[src/rtl/serv_decode_q_if.sv]
// Handshake and decode bundle between the fetch side, the decode queue and the
// serial core. The fetch/core side uses the master view; the queue uses the slave view.
interface serv_decode_q_if #(
    parameter int DEPTH = 2
);
    localparam int CNT_W = $clog2(DEPTH + 1);

    logic [29:0]      i_wb_rdt;
    logic             i_wb_en;
    logic             o_ready;
    logic             i_adv;
    logic             i_flush;
    logic             i_dbg_halt;
    logic             o_valid;
    logic [CNT_W-1:0] o_count;
    logic [4:0]       o_opcode;
    logic [2:0]       o_funct3;
    logic             o_rd_op;
    logic             o_two_stage_op;
    logic             o_dbus_en;
    logic             o_branch_op;
    logic             o_shift_op;
    logic             o_alu_sub;
    logic             o_ebreak;
    logic             o_e_op;
    logic             o_mret;
    logic             o_illegal;
    logic             o_csr_en;
    logic [2:0]       o_csr_addr;
    logic             o_dbg_inj;

    modport master (
        output i_wb_rdt, i_wb_en, i_adv, i_flush, i_dbg_halt,
        input  o_ready, o_valid, o_count, o_opcode, o_funct3, o_rd_op,
               o_two_stage_op, o_dbus_en, o_branch_op, o_shift_op, o_alu_sub,
               o_ebreak, o_e_op, o_mret, o_illegal, o_csr_en, o_csr_addr, o_dbg_inj
    );

    modport slave (
        input  i_wb_rdt, i_wb_en, i_adv, i_flush, i_dbg_halt,
        output o_ready, o_valid, o_count, o_opcode, o_funct3, o_rd_op,
               o_two_stage_op, o_dbus_en, o_branch_op, o_shift_op, o_alu_sub,
               o_ebreak, o_e_op, o_mret, o_illegal, o_csr_en, o_csr_addr, o_dbg_inj
    );
endinterface

[src/rtl/serv_decode_q.sv]
// DEPTH-entry queue of pre-extracted instruction fields. The head entry is
// decoded combinationally into serial-core control signals (NOP when empty).
module serv_decode_q #(
    parameter int DEPTH    = 2,
    parameter int WITH_CSR = 1
) (
    input logic            clk,
    input logic            i_rst,
    serv_decode_q_if.slave bus
);
    localparam int CNT_W = $clog2(DEPTH + 1);
    localparam int PTR_W = (DEPTH > 1) ? $clog2(DEPTH) : 1;

    typedef logic [PTR_W-1:0] ptr_t;
    typedef logic [CNT_W-1:0] cnt_t;

    localparam ptr_t LAST_PTR = ptr_t'(DEPTH - 1);
    localparam cnt_t FULL_CNT = cnt_t'(DEPTH);

    typedef struct packed {
        logic [4:0] opcode;
        logic [2:0] funct3;
        logic       imm30;
        logic       op20;
        logic       op21;
        logic       op22;
        logic       op26;
        logic       op27;
        logic       dbg;
    } entry_t;

    localparam entry_t NOP_ENTRY = '{opcode: 5'b00100, default: '0};

    entry_t mem_q [DEPTH];
    ptr_t   wr_ptr_q, wr_ptr_d;
    ptr_t   rd_ptr_q, rd_ptr_d;
    cnt_t   count_q, count_d;

    logic   ready_w, valid_w, push_w, pop_w;
    entry_t entry_w, head_w;

    function automatic ptr_t ptr_inc(input ptr_t p);
        return (p == LAST_PTR) ? '0 : p + ptr_t'(1);
    endfunction

    assign ready_w = (count_q != FULL_CNT);
    assign valid_w = (count_q != '0);
    assign push_w  = bus.i_wb_en & ready_w;
    assign pop_w   = bus.i_adv & valid_w;

    // Only bits [31:2] that feed stored fields are used; the rest never matter.
    logic unused_rdt;
    assign unused_rdt = ^{bus.i_wb_rdt[29], bus.i_wb_rdt[27:26], bus.i_wb_rdt[23:21],
                          bus.i_wb_rdt[17:13], bus.i_wb_rdt[9:5]};

    always_comb begin
        // NOTE: every always_comb output gets a default first so no path infers a latch.
        entry_w = '0;
        if (bus.i_dbg_halt) begin
            entry_w.opcode = 5'b11100;
            entry_w.op20   = 1'b1;
            entry_w.dbg    = 1'b1;
        end else begin
            entry_w.opcode = bus.i_wb_rdt[4:0];
            entry_w.funct3 = bus.i_wb_rdt[12:10];
            entry_w.imm30  = bus.i_wb_rdt[28];
            entry_w.op20   = bus.i_wb_rdt[18];
            entry_w.op21   = bus.i_wb_rdt[19];
            entry_w.op22   = bus.i_wb_rdt[20];
            entry_w.op26   = bus.i_wb_rdt[24];
            entry_w.op27   = bus.i_wb_rdt[25];
        end
    end

    always_comb begin
        wr_ptr_d = wr_ptr_q;
        rd_ptr_d = rd_ptr_q;
        count_d  = count_q;
        if (bus.i_flush) begin
            wr_ptr_d = '0;
            rd_ptr_d = '0;
            count_d  = '0;
        end else begin
            if (push_w) wr_ptr_d = ptr_inc(wr_ptr_q);
            if (pop_w)  rd_ptr_d = ptr_inc(rd_ptr_q);
            case ({push_w, pop_w})
                2'b10:   count_d = count_q + cnt_t'(1);
                2'b01:   count_d = count_q - cnt_t'(1);
                default: count_d = count_q;
            endcase
        end
    end

    // NOTE: sequential state uses non-blocking assignments so all flops update together.
    always_ff @(posedge clk or posedge i_rst) begin
        if (i_rst) begin
            wr_ptr_q <= '0;
            rd_ptr_q <= '0;
            count_q  <= '0;
        end else begin
            wr_ptr_q <= wr_ptr_d;
            rd_ptr_q <= rd_ptr_d;
            count_q  <= count_d;
        end
    end

    // NOTE: storage has no reset; count_q alone says which slots hold live data.
    always_ff @(posedge clk) begin
        if (push_w && !bus.i_flush) mem_q[wr_ptr_q] <= entry_w;
    end

    assign head_w = valid_w ? mem_q[rd_ptr_q] : NOP_ENTRY;

    logic [4:0] op;
    logic [2:0] f3;
    logic       csr_op, csr_valid;
    assign op = head_w.opcode;
    assign f3 = head_w.funct3;

    always_comb begin
        bus.o_two_stage_op = ~op[2] | (f3[0] & ~f3[1] & ~op[0] & ~op[4])
                                    | (f3[1] & ~f3[2] & ~op[0] & ~op[4]);
        bus.o_shift_op     = op[2] & ~f3[1];
        bus.o_dbus_en      = ~op[2] & ~op[4];
        bus.o_rd_op        = op[2] | (~op[2] & op[4] & op[0]) | (~op[2] & ~op[3] & ~op[0]);
        bus.o_alu_sub      = f3[1] | f3[0] | (op[3] & head_w.imm30) | op[4];
        bus.o_ebreak       = head_w.op20 & (op == 5'b11100) & (f3 == 3'b000);
        bus.o_e_op         = op[4] & op[2] & ~head_w.op21 & ~|f3;
        bus.o_mret         = op[4] & op[2] & head_w.op21 & ~|f3;
        bus.o_branch_op    = op[4];
        case (op)
            5'b00000, 5'b00011, 5'b00100, 5'b00101, 5'b01000, 5'b01100,
            5'b01101, 5'b11000, 5'b11001, 5'b11011, 5'b11100: bus.o_illegal = 1'b0;
            default:                                          bus.o_illegal = 1'b1;
        endcase
    end

    assign csr_op    = op[4] & op[2] & |f3;
    assign csr_valid = (head_w.imm30 & (head_w.op21 | head_w.op20))
                     | ((head_w.op26 | head_w.op22) & head_w.op20)
                     | (head_w.op26 & ~(head_w.op22 | head_w.op21));

    assign bus.o_csr_en   = (WITH_CSR != 0) & csr_op & csr_valid;
    assign bus.o_csr_addr = (WITH_CSR != 0)
                          ? {head_w.op27, head_w.op22 | head_w.op21, ~head_w.op21 & head_w.op20}
                          : 3'b000;

    assign bus.o_ready   = ready_w;
    assign bus.o_valid   = valid_w;
    assign bus.o_count   = count_q;
    assign bus.o_opcode  = op;
    assign bus.o_funct3  = f3;
    assign bus.o_dbg_inj = head_w.dbg;
endmodule
[src/flat_wrapper.sv]
// flat-port wrapper written by rule: the top's interface ports become plain ports
module serv_decode_q_flat 
#(
    parameter int DEPTH    = 2,
    parameter int WITH_CSR = 1
)
  (clk, i_rst, bus_i_wb_rdt, bus_i_wb_en, bus_i_adv, bus_i_flush, bus_i_dbg_halt, bus_o_ready, bus_o_valid, bus_o_count, bus_o_opcode, bus_o_funct3, bus_o_rd_op, bus_o_two_stage_op, bus_o_dbus_en, bus_o_branch_op, bus_o_shift_op, bus_o_alu_sub, bus_o_ebreak, bus_o_e_op, bus_o_mret, bus_o_illegal, bus_o_csr_en, bus_o_csr_addr, bus_o_dbg_inj);
  serv_decode_q_if #(.DEPTH(DEPTH)) bus_i ();
  input logic clk;
  input logic i_rst;
  input wire logic [$bits(bus_i.i_wb_rdt)-1:0] bus_i_wb_rdt;
  input wire logic [$bits(bus_i.i_wb_en)-1:0] bus_i_wb_en;
  input wire logic [$bits(bus_i.i_adv)-1:0] bus_i_adv;
  input wire logic [$bits(bus_i.i_flush)-1:0] bus_i_flush;
  input wire logic [$bits(bus_i.i_dbg_halt)-1:0] bus_i_dbg_halt;
  output wire logic [$bits(bus_i.o_ready)-1:0] bus_o_ready;
  output wire logic [$bits(bus_i.o_valid)-1:0] bus_o_valid;
  output wire logic [$bits(bus_i.o_count)-1:0] bus_o_count;
  output wire logic [$bits(bus_i.o_opcode)-1:0] bus_o_opcode;
  output wire logic [$bits(bus_i.o_funct3)-1:0] bus_o_funct3;
  output wire logic [$bits(bus_i.o_rd_op)-1:0] bus_o_rd_op;
  output wire logic [$bits(bus_i.o_two_stage_op)-1:0] bus_o_two_stage_op;
  output wire logic [$bits(bus_i.o_dbus_en)-1:0] bus_o_dbus_en;
  output wire logic [$bits(bus_i.o_branch_op)-1:0] bus_o_branch_op;
  output wire logic [$bits(bus_i.o_shift_op)-1:0] bus_o_shift_op;
  output wire logic [$bits(bus_i.o_alu_sub)-1:0] bus_o_alu_sub;
  output wire logic [$bits(bus_i.o_ebreak)-1:0] bus_o_ebreak;
  output wire logic [$bits(bus_i.o_e_op)-1:0] bus_o_e_op;
  output wire logic [$bits(bus_i.o_mret)-1:0] bus_o_mret;
  output wire logic [$bits(bus_i.o_illegal)-1:0] bus_o_illegal;
  output wire logic [$bits(bus_i.o_csr_en)-1:0] bus_o_csr_en;
  output wire logic [$bits(bus_i.o_csr_addr)-1:0] bus_o_csr_addr;
  output wire logic [$bits(bus_i.o_dbg_inj)-1:0] bus_o_dbg_inj;
  assign bus_i.i_wb_rdt = bus_i_wb_rdt;
  assign bus_i.i_wb_en = bus_i_wb_en;
  assign bus_i.i_adv = bus_i_adv;
  assign bus_i.i_flush = bus_i_flush;
  assign bus_i.i_dbg_halt = bus_i_dbg_halt;
  assign bus_o_ready = bus_i.o_ready;
  assign bus_o_valid = bus_i.o_valid;
  assign bus_o_count = bus_i.o_count;
  assign bus_o_opcode = bus_i.o_opcode;
  assign bus_o_funct3 = bus_i.o_funct3;
  assign bus_o_rd_op = bus_i.o_rd_op;
  assign bus_o_two_stage_op = bus_i.o_two_stage_op;
  assign bus_o_dbus_en = bus_i.o_dbus_en;
  assign bus_o_branch_op = bus_i.o_branch_op;
  assign bus_o_shift_op = bus_i.o_shift_op;
  assign bus_o_alu_sub = bus_i.o_alu_sub;
  assign bus_o_ebreak = bus_i.o_ebreak;
  assign bus_o_e_op = bus_i.o_e_op;
  assign bus_o_mret = bus_i.o_mret;
  assign bus_o_illegal = bus_i.o_illegal;
  assign bus_o_csr_en = bus_i.o_csr_en;
  assign bus_o_csr_addr = bus_i.o_csr_addr;
  assign bus_o_dbg_inj = bus_i.o_dbg_inj;
  serv_decode_q #(.DEPTH(DEPTH), .WITH_CSR(WITH_CSR)) u_core (.clk(clk), .i_rst(i_rst), .bus(bus_i));
endmodule
[config.mk]
export PLATFORM = sky130hd
export DESIGN_NAME = serv_decode_q_flat
export DESIGN_NICKNAME = d
export VERILOG_FILES = /design/src/rtl/serv_decode_q_if.sv /design/src/rtl/serv_decode_q.sv /design/src/flat_wrapper.sv
export SDC_FILE = /design/constraint.sdc
export NUM_CORES = 1
export LEC_CHECK = 0
export CORE_UTILIZATION = 41
export CTS_BUF_LIST = sky130_fd_sc_hd__clkbuf_2 sky130_fd_sc_hd__clkbuf_4 sky130_fd_sc_hd__clkbuf_8
export DETAILED_ROUTE_END_ITERATION = 12
export PLACE_DENSITY_LB_ADDON = 0.3
export REMOVE_ABC_BUFFERS = 1
export SYNTH_ARGS = -nofsm -noshare
export SYNTH_HDL_FRONTEND = slang
export SYNTH_SLANG_ARGS = --single-unit
export TNS_END_PERCENT = 30
[constraint.sdc]
create_clock -name clk -period 2.4 [get_ports clk]
set_clock_uncertainty 0.2 [all_clocks]
set_input_delay 0.6 -clock clk [delete_from_list [all_inputs] [get_ports clk]]
set_output_delay 0.6 -clock clk [all_outputs]
set_load 0.01 [all_outputs]
==> qor.txt, run 1 <==
# clock sinks - 34
Register area - 1000 µm²
Vias in the first global route - 1,383
Final setup vio count - 16
CTS HTree Levels - 2
Async SR Flop Fraction - 0.118
Logic pwr share - 0.275
Antenna violation net count after detailed routing - 0
Crit-path cells - buf_4 > mux2i_4 > a21oi_2 > buf_4 > clkdlybuf4s50_1
Post-route minimum period - 2.72 ns
Failing checks - setup timing
Die Wd - 66.4 µm
Synth area leader - edfxtp_1
Final Hold Fails - 0
DR iter-0 viols - 58
Largest stage delay on the critical path - 0.52 ns
Max Fclk - 368 MHz
Synth Flop Type - edfxtp_1
Initial Util - 0.426
Gr usage total - 0.204
Dpl cells - 261
Final period utilization - 1.13
Area delta synth->final - 56.1%
Vias after detailed routing - 1,364
Clk pwr share - 0.264
Placer Congestion - 0.805
Sequential element share of the synthesized area - 0.588
Final-report max-slew violation count - 0
Status - finished, violations left
Crit-path max FO - 4
CTS tree - built
WL/cell - 14.8 µm
TritonRoute pass-1 iters - 4
Pint - 1.11 mW
First-pass GRT wire length - 6350 µm
Top delay family on crit path - buffers and inverters
DRC Markers - 0
Worst Setup SP - u_core.rd_ptr_q
Final core utilization - 0.664
Fin nets - 258
Syn. warnings - 0
Post-Route WL - 4040 µm
CP most frequent cell - buf_4
Slowest CP cell - clkdlybuf4s50_1
Unrepaired setup endpoints after global routing - yes
Finished Layout Cells - 272
Slew margin rel. - 0.744
Total Die Area - 4410 µm²
Crit. End Element - primary output
Layout cell share with drive strength beyond 1 - 0.450
Cells after synthesis - 137
Die height - 66.4 µm
DP Wirelength - 2900 µm
Area share of the largest cell type after synthesis - 0.529
Clock slew at the register clock pins of the worst setup and hold paths - 0.07 ns
# IOs - 63
Largest net degree at the start of global routing - 16
Number of diodes - 0
Switch share - 0.258
Fin area - 2660 µm²
Core ar. - 4000 µm²
GRT overflow - 0
Count of unique library cells instantiated by Yosys - 39
Measured slew at the worst slew-check pin - 0.383 ns
# hold bufs at CTS - 0
Worst Path Buf+Inv - 3
Psw - 0.385 mW
Clock tree root buffer cell - clkbuf_8
Fillers - 304
Setup ws final - -0.321 ns
Worst setup path class - reg -> out
Clock latency at the later pin of the worst-skew pair - 0.27 ns
Vias per cell - 5.01
Worst vdd ir - 430 µV
Seq cells post-synth - 34
Maximum Capacitance Violations - 0
Worst reg2reg startpoint - u_core.bus.o_count[1]
Post-DP Area - 2440 µm²
Synth area leaders - edfxtp_1 53%, mux2i_1 7.6%, dfrtp_1 5.9%
Rows - 23
P_leak - 1.04 nW
Clock buffer depth - 2
Mapped Area - 1700 µm²
# port buffers - 46
Worst hold slack - 0.299 ns
Post-Place Worst Slack - -0.581 ns
CP arrival - 1.92 ns
Multi-input gate area - 753 µm²
Syn_area_per_cell - 12.4 µm²
Initial antenna violation count - 0
TritonCTS Buffers - 5
Reg power frac - 0.461
Post-synth EDFFs - 30
Worst endpoint required time - 1.60 ns
Worst Setup Start Kind - register
Power Density - 562 nW/µm²
Min-delay worst type - in -> async
-- worst register-to-register path, stage by stage (launching register included) --
cell	delay (ns)
dfrtp_1	0.41
buf_4	0.17
nand2b_1	0.12
nand2_1	0.16
nor3b_2	0.19
buf_4	0.26
-- through the flow --
step                power (mW)  TNS (ns)
floorplan                0.851     -6.35
global placement          1.05     -5.67
detailed placement        1.07     -6.07
CTS                       1.49     -3.24
global route              1.56     -4.58
finish                    1.49     -2.99
-- registers in the layout, indices dropped and copies added (netlist names) --
signal / cells
u_core.bus.o_count: 2
u_core.wr_ptr_q: 1
u_core.rd_ptr_q: 1
u_core.mem_q: 30
-- kinds of logic after synthesis --
kind of cell	after synthesis	share of synthesized area
XOR/XNOR	2	0.0103
flip-flops	34	0.588
buffers and inverters	12	0.0433
multiplexers	18	0.118
AND/OR/NAND/NOR	55	0.176
AO/OA/AOI/OAI	15	0.0573
adder cells (fa/ha/maj)	1	0.00735
-- per-layer routing --
metal  part of all wire  track usage
met5                  0            0
met4              0.017       0.0798
met3              0.038       0.0414
met2               0.55        0.385
met1               0.40        0.219
-- Yosys cell counts, types with 2 or more instances --
| master | number |
|---|---|
| nand2b_1 | 2 |
| dfrtp_1 | 4 |
| nor2b_1 | 10 |
| xor2_1 | 2 |
| o21ai_1 | 3 |
| mux2i_1 | 13 |
| or2_2 | 4 |
| or2_1 | 2 |
| inv_1 | 4 |
| nand4_1 | 2 |
| o31ai_1 | 2 |
| mux2_2 | 2 |
| nor2_1 | 18 |
| a31oi_1 | 4 |
| nor3_1 | 3 |
| nand2_1 | 6 |
| nor3b_1 | 2 |
| inv_2 | 3 |
| edfxtp_1 | 30 |
| a21oi_1 | 2 |
-- power groups by stage --
stage	sequential (mW)	clock, mW	combinational, mW
global placement	0.698	0	0.357
finish	0.689	0.394	0.411
floorplan	0.707	0	0.144
global route	0.691	0.428	0.443
CTS	0.688	0.401	0.397
detailed placement	0.700	0	0.365
-- final timing paths --
| check | end | slack (ns) | cells past startpoint |
|---|---|---|---|
| max | bus_o_csr_addr[1] | -0.32 | 5 |
| min | u_core.wr_ptr_q | 0.30 | 2 |
| max reg2reg | u_core.mem_q[1][8] | 0.58 | 5 |
| min reg2reg | u_core.wr_ptr_q | 0.44 | 2 |
| max in group asynchronous | u_core.rd_ptr_q | 1.54 | 2 |
| min in group clk | u_core.wr_ptr_q | 0.44 | 2 |
-- layout make-up --
cell class,instances,area share
clock buffer,6,0.0287
clock inverter,2,0.00330
inverter,7,0.0137
multi-input combinational,91,0.283
sequential,34,0.377
tap,50,0.0235
timing repair buffer,82,0.270
-- layout by cell type (no fill, tap or decap), types with 3 or more instances in the layout --
cell type / synthesis / routed
buf_6: 1 / 13
or2_2: 4 / 4
nor2_1: 18 / 11
buf_4: 1 / 29
mux2i_1: 13 / 9
inv_1: 4 / 3
nor2_2: 0 / 6
mux2i_4: 1 / 4
clkbuf_8: 0 / 5
buf_2: 1 / 11
edfxtp_1: 30 / 30
nor2b_1: 10 / 10
nand2_1: 6 / 4
clkdlybuf4s50_1: 0 / 24
dfrtp_1: 4 / 3
-- what timing repair did --
item	in CTS	in global routing
gates resized for setup	103	11
endpoints found under the setup margin	23	23
hold endpoints to repair	0	0
pin swaps	10	1
setup buffers	3	0
No activity file was read; power rests on OpenSTA's default activity.
==> run 2, diff against run 1 <==
CORE_UTILIZATION = 30   (was 41)
==> run 2 against run 1 <==
  * The run still ends with setup timing left
  * Largest cell class unchanged
  * Highest routed layer unchanged
  * Cell count grew 13%
  * Die area grew 35%
  * First-iteration DRC count shrank 3.4%
  * Final area grew 6.8%
  * Total power grew 11%
  * Hold slack gained 0.00096 ns
  * Register-to-register slack gained 0.07 ns
==> qor.txt, run 2 (synthesis gave the netlist of run 1 again) <==
Status - finished, violations left
Failing checks - setup timing
Die Wd - 77.3 µm
# port buffers - 46
TritonRoute pass-1 iters - 4
Fin nets - 270
P_leak - 1.15 nW
Vias in the first global route - 1,365
Initial antenna violation count - 0
First-pass GRT wire length - 6330 µm
Clock buffer depth - 2
DR iter-0 viols - 56
Max Fclk - 358 MHz
Rows - 27
Setup TNS - -3.18 ns
Die height - 77.3 µm
Final core utilization - 0.519
Finished Layout Cells - 306
Most common cell after layout, fill and taps aside - buf_4
Placer Congestion - 0.796
Gr usage total - 0.137
Post-DP Area - 2490 µm²
# clock sinks - 34
Maximum Capacitance Violations - 0
Crit. End Element - primary output
Vias after detailed routing - 1,341
Worst Setup Start Kind - register
DP Wirelength - 2780 µm
Core ar. - 5470 µm²
Total Die Area - 5980 µm²
Final Hold Fails - 0
Final setup vio count - 16
Clock slew at the register clock pins of the worst setup and hold paths - 0.06 ns
Number of diodes - 0
Min-delay worst type - in -> async
Register area - 1000 µm²
Clock latency at the later pin of the worst-skew pair - 0.28 ns
# hold bufs at CTS - 0
Fin area - 2840 µm²
Largest stage delay on the critical path - 0.46 ns
Power Density - 584 nW/µm²
Fillers - 491
Final Power - 1.66 mW
Post-route minimum period - 2.79 ns
Area delta synth->final - 66.7%
WL/cell - 13.0 µm
CP arrival - 1.99 ns
Most frequent cells in the layout - 36 x buf_4, 30 x edfxtp_1, 22 x clkdlybuf4s50_1, 20 x buf_6, 13 x nor2_1
GRT overflow - 0
Slew margin rel. - 0.675
TritonCTS Buffers - 5
Antenna violation net count after detailed routing - 0
# IOs - 63
Clock tree root buffer cell - clkbuf_8
Layout cell share with drive strength beyond 1 - 0.491
Slowest CP cell - dfrtp_2
Vias per cell - 4.38
Unrepaired setup endpoints after global routing - yes
CTS tree - built
Crit-path max FO - 5
Max reg flops - 30
Initial Util - 0.311
CTS HTree Levels - 2
Worst endpoint required time - 1.60 ns
Final-report max-slew violation count - 0
Final period utilization - 1.16
Multi-input gate area - 790 µm²
Setup ws final - -0.391 ns
Worst setup path class - reg -> out
Crit-path cells - buf_6 > mux2_4 > nand2_4 > ha_4 > o21ai_2 > o31ai_1 > a22o_1 > buf_2
Measured slew at the worst slew-check pin - 0.486 ns
Post-Route WL - 3970 µm
Worst vdd ir - 275 µV
Dpl cells - 286
Top reg by flops - u_core.mem_q
Largest net degree at the start of global routing - 12
DRC Markers - 0
==> run 2: cell count changes in the layout (fill, tap and decap cells not counted), moves of 2 or more <==
cell,previous run,this run
a31oi_2,2,0
nand2_4,1,3
nor2_2,6,2
mux2_4,1,3
clkdlybuf4s50_1,24,22
nor2_1,11,13
buf_4,29,36
buf_6,13,20
nor2_4,2,4
==> run 2: final cells by class <==
cell class,count,area share
clock inverter,1,0.0106
tap,72,0.0317
timing repair buffer,94,0.286
inverter,7,0.0110
sequential,34,0.353
clock buffer,7,0.0295
multi-input combinational,91,0.278
==> run 2: stage by stage <==
step	hold slack (ns)	setup slack [ns]
floorplan	0.166	-0.352
global placement	0.360	-0.535
detailed placement	0.370	-0.534
CTS	0.302	-0.412
global route	0.315	-0.448
finish	0.300	-0.391
==> run 2: path summary, 6_finish.rpt <==
kind | start | to | slack [ns] | cells after the start
max | u_core.rd_ptr_q | bus_o_illegal | -0.39 | 8
min | i_rst | u_core.bus.o_count[1] | 0.30 | 2
max reg2reg | u_core.bus.o_count[0] | u_core.mem_q[1][14] | 0.65 | 5
min reg2reg | u_core.wr_ptr_q | u_core.wr_ptr_q | 0.38 | 2
max in group asynchronous | i_rst | u_core.rd_ptr_q | 1.54 | 2
min in group clk | u_core.wr_ptr_q | u_core.wr_ptr_q | 0.38 | 2
==> run 2: where the power goes <==
group	total, mW	switching, mW	internal, mW
combinational	0.447	0.196	0.252
clock	0.520	0.187	0.333
sequential	0.690	0.0156	0.674
==> run 2: per-layer routing <==
layer / GRT usage / part of all wire / vias to the layer above
li1: - / - / 681
met2: 0.239 / 0.53 / 20
met4: 0.0509 / 0.011 / 0
met1: 0.163 / 0.42 / 636
met3: 0.0318 / 0.032 / 4
met5: 0 / 0 / -
==> run 2: worst max-delay path: cells and delay by family (launching register included) <==
kind	cells	cell delay (ns)
buffers and inverters	2	0.27
adders and majority gates	1	0.20
and+or+nand+nor	1	0.08
muxes	1	0.31
DFF	1	0.46
AOI/OAI and AO/OA	3	0.38
==> run 2: what timing repair did <==
| action | 4_1_cts | 5_1_grt |
|---|---|---|
| endpoints found under the hold margin | 0 | 0 |
| gates cloned | 0 | 0 |
| buffers inserted | 8 | 5 |
| pin swaps | 8 | 9 |
| gates resized for setup | 98 | 36 |
| setup endpoints to repair | 24 | 21 |
